## src/rtl/uart_rx.sv

```systemverilog
// uart_rx: 8N1 UART receiver (LSB first) with a one-deep holding register,
// ready/rd handshake and sticky framing / overrun flags.
//
// state | meaning
// IDLE  | line idle, waiting for a low level on the synchronised input
// START | counting to mid start bit, then confirming it is still low
// DATA  | sampling the 8 data bits at mid-bit, shifting them in LSB first
// STOP  | sampling the stop bit at mid-bit, committing or flagging the frame
// BREAK | stop bit was low, waiting for the line to return high
module uart_rx #(
  parameter int CLKS_PER_BIT = 434
) (
  input  logic       clk,
  input  logic       res,
  input  logic       serialIn,
  input  logic       rd,
  output logic [7:0] data,
  output logic       ready,
  output logic       frameError,
  output logic       overrun
);

  localparam int HALF = CLKS_PER_BIT / 2;
  localparam int CW   = $clog2(CLKS_PER_BIT);
  localparam logic [CW-1:0] CNT_HALF = CW'(HALF - 1);
  localparam logic [CW-1:0] CNT_BIT  = CW'(CLKS_PER_BIT - 1);
  localparam logic [CW-1:0] CNT_ONE  = CW'(1);

  typedef enum logic [2:0] {
    S_IDLE,
    S_START,
    S_DATA,
    S_STOP,
    S_BREAK
  } state_t;

  state_t        state_q;
  logic          sync1_q;
  logic          rxs_q;
  logic [CW-1:0] cnt_q;
  logic [2:0]    n_q;
  logic [7:0]    shreg_q;
  logic [7:0]    data_q;
  logic          ready_q;
  logic          frame_err_q;
  logic          overrun_q;

  assign data       = data_q;
  assign ready      = ready_q;
  assign frameError = frame_err_q;
  assign overrun    = overrun_q;

  // Two-flop synchroniser; resets to the idle (high) line level.
  always_ff @(posedge clk or posedge res) begin
    if (res) begin
      sync1_q <= 1'b1;
      rxs_q   <= 1'b1;
    end else begin
      sync1_q <= serialIn;
      rxs_q   <= sync1_q;
    end
  end

  // Frame FSM plus holding register and flags; a commit in the same cycle as rd wins over the rd clear.
  always_ff @(posedge clk or posedge res) begin
    if (res) begin
      state_q     <= S_IDLE;
      cnt_q       <= '0;
      n_q         <= '0;
      shreg_q     <= '0;
      data_q      <= '0;
      ready_q     <= 1'b0;
      frame_err_q <= 1'b0;
      overrun_q   <= 1'b0;
    end else begin
      if (rd) begin
        ready_q     <= 1'b0;
        frame_err_q <= 1'b0;
        overrun_q   <= 1'b0;
      end
      case (state_q)
        S_IDLE: begin
          if (!rxs_q) begin
            state_q <= S_START;
            cnt_q   <= '0;
          end
        end
        S_START: begin
          if (cnt_q == CNT_HALF) begin
            cnt_q   <= '0;
            n_q     <= '0;
            state_q <= rxs_q ? S_IDLE : S_DATA;
          end else begin
            cnt_q <= cnt_q + CNT_ONE;
          end
        end
        S_DATA: begin
          if (cnt_q == CNT_BIT) begin
            cnt_q   <= '0;
            shreg_q <= {rxs_q, shreg_q[7:1]};
            if (n_q == 3'd7) begin
              state_q <= S_STOP;
            end else begin
              n_q <= n_q + 3'd1;
            end
          end else begin
            cnt_q <= cnt_q + CNT_ONE;
          end
        end
        S_STOP: begin
          if (cnt_q == CNT_BIT) begin
            cnt_q <= '0;
            if (rxs_q) begin
              state_q <= S_IDLE;
              if (!ready_q || rd) begin
                data_q  <= shreg_q;
                ready_q <= 1'b1;
              end else begin
                overrun_q <= 1'b1;
              end
            end else begin
              frame_err_q <= 1'b1;
              state_q     <= S_BREAK;
            end
          end else begin
            cnt_q <= cnt_q + CNT_ONE;
          end
        end
        S_BREAK: begin
          if (rxs_q) begin
            state_q <= S_IDLE;
          end
        end
        default: state_q <= S_IDLE;
      endcase
    end
  end

endmodule

```

## config.mk

```make
export PLATFORM = sky130hd
export DESIGN_NAME = uart_rx
export DESIGN_NICKNAME = d
export VERILOG_FILES = /design/src/rtl/uart_rx.sv
export SDC_FILE = /design/constraint.sdc
export NUM_CORES = 1
export LEC_CHECK = 0
export CAP_MARGIN = 20
export CORE_MARGIN = 8
export CORE_UTILIZATION = 51
export DETAILED_ROUTE_END_ITERATION = 7
export PLACE_DENSITY_LB_ADDON = 0.05
export SETUP_SLACK_MARGIN = 0.05
export SLEW_MARGIN = 20
export SYNTH_ARGS = -nofsm -noshare
export SYNTH_HDL_FRONTEND = slang
export SYNTH_SLANG_ARGS = --single-unit
```

## constraint.sdc

```tcl
create_clock -name clk -period 1.94 [get_ports clk]
set_clock_uncertainty 0.2 [all_clocks]
set_input_delay 0.291 -clock clk [delete_from_list [all_inputs] [get_ports clk]]
set_output_delay 0.291 -clock clk [all_outputs]
set_load 0.005 [all_outputs]
```

Word level (Yosys, flattened, before mapping)
Index checks and enable logic that the tools add are counted.
{"block": "op_classes", "n_mux": 31, "n_reduce_logical": 11, "n_eq_ne": 14, "n_addsub": 2}
{"operator": "$mux W3", "n": 10}
{"operator": "$mux W9", "n": 3}
{"operator": "$pmux W9 S3", "n": 1}
{"operator": "$pmux W3 S5", "n": 1}
{"operator": "$mux W1", "n": 14}
{"operator": "$ne A2 B2 Y1 const B", "n": 7}
{"operator": "$add A9 B1 Y9 const B", "n": 1}
{"operator": "$eq A9 B8 Y1 const B", "n": 1}
{"operator": "$eq A9 B9 Y1 const B", "n": 1}
{"operator": "$reduce_and A4 Y1", "n": 2}
{"operator": "$eq A3 B2 Y1 const B", "n": 2}
{"operator": "$eq A3 B3 Y1 const B", "n": 2}
{"operator": "$pmux W3 S2", "n": 1}
{"operator": "$reduce_and A6 Y1", "n": 1}
{"operator": "$reduce_and A2 Y1", "n": 2}
{"operator": "$add A3 B1 Y3 const B", "n": 1}
{"operator": "$eq A3 B1 Y1 const B", "n": 1}
{"operator": "$logic_not A3 Y1", "n": 1}
{"operator": "$reduce_bool A3 Y1", "n": 1}
{"operator": "$mux W2", "n": 1}
{"operator": "$reduce_bool A2 Y1", "n": 1}
{"operator": "$reduce_or A2 Y1", "n": 1}
{"operator": "$logic_not A1 Y1", "n": 1}
{"operator": "$logic_or A1 B1 Y1", "n": 1}
{"block": "totals", "word_cells": 68, "reg_bits": 36, "in_bits": 4, "output_inout_bits": 11}

Depth between registers and ports, before layout
{"block": "depth", "ltp_word": 6, "mapped_depth": 6, "ltp_nobuf": 6}

Worst setup path before layout
OpenSTA, ideal clock, no wires.
{"block": "synth_path", "kind": "flip-flop to flip-flop", "start": "register cnt_q[1]", "end": "register state_q[0]", "t_required_ps": 1666, "t_arrival_ps": 1672, "setup_time_ps": 74, "synth_period_minus_slack_ps": 1946, "stages_incl_launch_ff": 7, "path_slack_ps": -6, "n_path_buf": 0, "path_cell_list": "dfrtp_1 -> inv_1 -> ha_1 -> nand4b_1 -> or4_4 -> a2111o_1 -> o21ai_2"}
{"block": "synth_via", "elab_chain_cells": 3, "word_cells_on_any_way": 6, "classes_between": "eq/ne: 5; reduce/logical: 1"}
{"element": "start, declared", "line": "40", "rtl": "logic [CW-1:0] cnt_q;"}
{"element": "start signal, assigned", "line": "94", "rtl": "cnt_q <= cnt_q + CNT_ONE;"}
{"element": "start signal, assigned", "line": "107", "rtl": "cnt_q <= cnt_q + CNT_ONE;"}
{"element": "start signal, assigned", "line": "126", "rtl": "cnt_q <= cnt_q + CNT_ONE;"}
{"element": "$eq A9 B9 Y1 / $eq A9 B8 Y1 (equally long branches)", "line": "98, 111, 89"}
{"element": "$ne A2 B2 Y1 (no line)"}
{"element": "$reduce_and A6 Y1 (no line) (*)"}
{"element": "end signal, assigned", "line": "92", "rtl": "state_q <= rxs_q ? S_IDLE : S_DATA;"}
{"element": "end, declared", "line": "37", "rtl": "state_t state_q;"}
Every way passes the cells marked *; elsewhere a longest branch is shown, timed or not.
A chain may end at the register's enable or synchronous reset.

Worst setup path after layout
Same ends and word-level chain as after synthesis.

==> summary.md <==
| Metric | Value |
|---|---|
| Met1 usage | `0.1909` |
| Die Width | `74.42 microns` |
| Met2 usage | `0.2265` |
| Crit path cell chain | `inv_2, ha_4, nand4b_1, or4_4, a2111o_1, o21ai_2` |
| First-pass GRT wire length | `6.341 mm` |
| Cell variety after synth | `45` |
| Vias in the first global route | `1390` |
| Post-DP HPWL | `2.428 mm` |
| Met3 usage | `0.04852` |
| Inserted Clock Buffers | `5` |
| Syn nets | `165` |
| RSZ-0062 raised after global routing | `yes` |
| Status | `finished clean` |
| Final max-slew violation count | `0` |
| Clock sinks | `36` |
| Most Used Layer, Global Route | `met2` |
| Crit end category | `flip-flop` |
| Die height | `74.42 microns` |
| Critical path data arrival time | `1.99 ns` |
| Synth async-reset ratio | `1.000` |
| Top_reg_cell synth | `dfrtp_1` |
| Dpl ws | `-0.01109 ns` |
| Via/cell ratio | `5.477` |
| Post-synthesis register bit count | `36` |
| Kind of critical path | `reg2reg` |
| CTS Root Cell | `clkbuf_4` |
| Final Cycle Share | `0.9812` |
| Slew margin rel. | `0.8012` |
| Mapped Cells | `156` |
| Max-cap violations | `0` |
| Rows | `21` |
| Post-DR wirelength/cell | `14.91 microns` |
| YS warnings | `0` |
| PnR worst setup slack | `0.03655 ns` |
| Detailed-route DRC error count | `0` |
| H-tree depth | `2` |
| # IOs | `15` |
| PwrDens | `525.7 nW/um^2` |
| CTS clk-pin slew, worst paths | `0.11 ns` |
| CP max stage delay | `0.45 ns` |
| CTS Buffer Depth | `2` |
| Cell Area, Synth | `1740 sq um` |
| Buffers on Ports | `14` |
| Hold crit path type | `in2async` |
| Sequential area share after synthesis | `0.5191` |
| Number of diodes | `0` |
| Die area | `5538 sq um` |
| WL final | `3.594 mm` |
| Worst-Skew Late Latency | `0.34 ns` |
| Layout Area Growth over Synthesis | `33.14%` |
| # fillers | `251` |
| Setup Viol. Count Final | `0` |
| CTS tree | `built` |
| Fin. Hold Viols | `0` |
| Leak | `1.053 nW` |
| Startpoint class of the critical path | `flip-flop` |
| Drt first pass iters | `4` |
| Maximum fanout along the worst path | `3` |
| Total GRT Usage | `0.1503` |
| Syn avg cell area | `11.16 sq um` |
| Largest net degree at the start of global routing | `37` |
| Post-synth EDFFs | `0` |
| Slowest CP cell | `or4_4` |
| Hold buffers post-CTS | `0` |
| Iter 0 DRT Violations | `81` |
| Worst-margin pin slew | `0.2982 ns` |
| Vias | `1320` |
| Critical path required time | `2.02 ns` |
| NumNets Final | `203` |
| Minimum clock period | `1.903 ns` |
| Congestion Overflow GR | `0` |
| Peak VDD IR | `0.0004699 V` |
| Layout cells sized above 1 | `0.3436` |
| Core area | `3311 sq um` |
| Max frequency | `525.4 MHz` |
| Core Util, Final | `0.6999` |
| Post-route ant nets | `0` |
| Initial Utilization | `0.5257` |
| RD Place Congestion | `0.8473` |
| Antenna violations before repair | `0` |
[worst max-delay path, delay by kind of cell, from the launching register on]
family | cells | cell delay (ns)
compound gates | 2 | 0.45
fa+ha+maj | 1 | 0.14
buf+inv | 1 | 0.09
flops | 1 | 0.41
simple gates | 2 | 0.55
[through the flow]
step	power (mW)	instances	hold WS (ns)	setup TNS (ns)	cell area, sq um
after CTS	1.234	240	0.08736	0	2175
after global routing	1.282	241	0.07388	-0.1293	2317
after detailed placement	0.8015	230	0.1503	-0.01728	2072
after floorplan	0.7831	156	0.09548	0	1740
final	1.218	241	0.08574	0	2317
after global placement	0.8008	230	0.1482	0	2072
[logic make-up after synthesis]
family / Yosys count / synth area share
AND/OR/NAND/NOR: 55 / 0.1805
AO/OA/AOI/OAI: 30 / 0.1194
adder cells (fa/ha/maj): 5 / 0.03595
multiplexers: 17 / 0.1100
buffers and inverters: 11 / 0.02516
flip-flops: 36 / 0.5191
XOR/XNOR: 2 / 0.01007
[path summary, 6_finish.rpt]
path	from	endpoint	slack, ns	cells after the start
worst min-delay path	res	data[0]	0.09	3
worst max register to register	cnt_q[1]	state_q[0]	0.04	6
max in group asynchronous	res	sync1_q	1.21	3
min in group clk	serialIn	sync1_q	0.15	1
worst min register to register	sync1_q	rxs_q	0.16	0
worst max-delay path	cnt_q[1]	state_q[0]	0.04	6
[per-layer routing]
layer  vias up  part of all wire
met5         -                 0
met4         0             0.016
met3         6             0.056
met2        30              0.45
met1       644              0.48
li1        640                 -
[power by group]
part           total, mW  internal (mW)  switching [mW]
clock              0.432          0.177           0.255
sequential         0.755          0.754        0.000834
combinational     0.0315         0.0123          0.0192
[flip-flops by register name, indices dropped and copies added (netlist names)]
register and count:
sync1_q 1, cnt_q 9, n_q 3, rxs_q 1
ready 1, state_q 3, frameError 1, data 8
overrun 1, shreg_q 8
[cell usage after synthesis, drive strengths merged (2+ instances only)]
| cell | count | share of area |
|---|---|---|
| a21oi | 5 | 0.014 |
| a22o | 2 | 0.010 |
| buf | 2 | 0.0058 |
| clkbuf | 3 | 0.0065 |
| dfrtp | 34 | 0.49 |
| dfstp | 2 | 0.030 |
| ha | 5 | 0.036 |
| inv | 6 | 0.013 |
| mux2 | 17 | 0.11 |
| nand2 | 20 | 0.045 |
| nand2b | 3 | 0.011 |
| nand3 | 3 | 0.012 |
| nand4b | 2 | 0.010 |
| nor2 | 11 | 0.027 |
| nor3 | 3 | 0.0086 |
| nor4b | 2 | 0.014 |
| nor4bb | 2 | 0.012 |
| o211ai | 4 | 0.017 |
| o21ai | 9 | 0.028 |
| or4 | 3 | 0.015 |
| xnor2 | 2 | 0.010 |
[repair_timing]
action | 4_1_cts | 5_1_grt
endpoints found under the setup margin | 12 | 31
gates resized for setup | 4 | 34
buffers inserted | 2 | 1
pin swaps | 2 | 8
[cell type report]
| cell class | count | area [sq um] | area share |
|---|---|---|---|
| clock inverters | 1 | 7.507 | 0.003240 |
| repair buffers | 36 | 321.6 | 0.1388 |
| clock buffers | 7 | 55.05 | 0.02376 |
| multi-input cells | 109 | 947.2 | 0.4087 |
| flip-flops and latches | 36 | 905.9 | 0.3909 |
| inverters | 6 | 22.52 | 0.009719 |
| well taps | 46 | 57.56 | 0.02484 |
[layout by cell type, fill, tap and decap left out, drive strengths merged, types with 3 or more instances in the layout]
cell	synthesis	final
dfrtp	34	34
clkbuf	3	7
o211ai	4	4
nand2	20	20
nor2	11	11
nand3	3	3
o21ai	9	9
a21oi	5	5
inv	6	6
or4	3	3
clkdlybuf4s50	0	14
mux2	17	17
nor3	3	3
ha	5	5
buf	2	22
nand2b	3	3
Power figures use the tool's default switching activity.
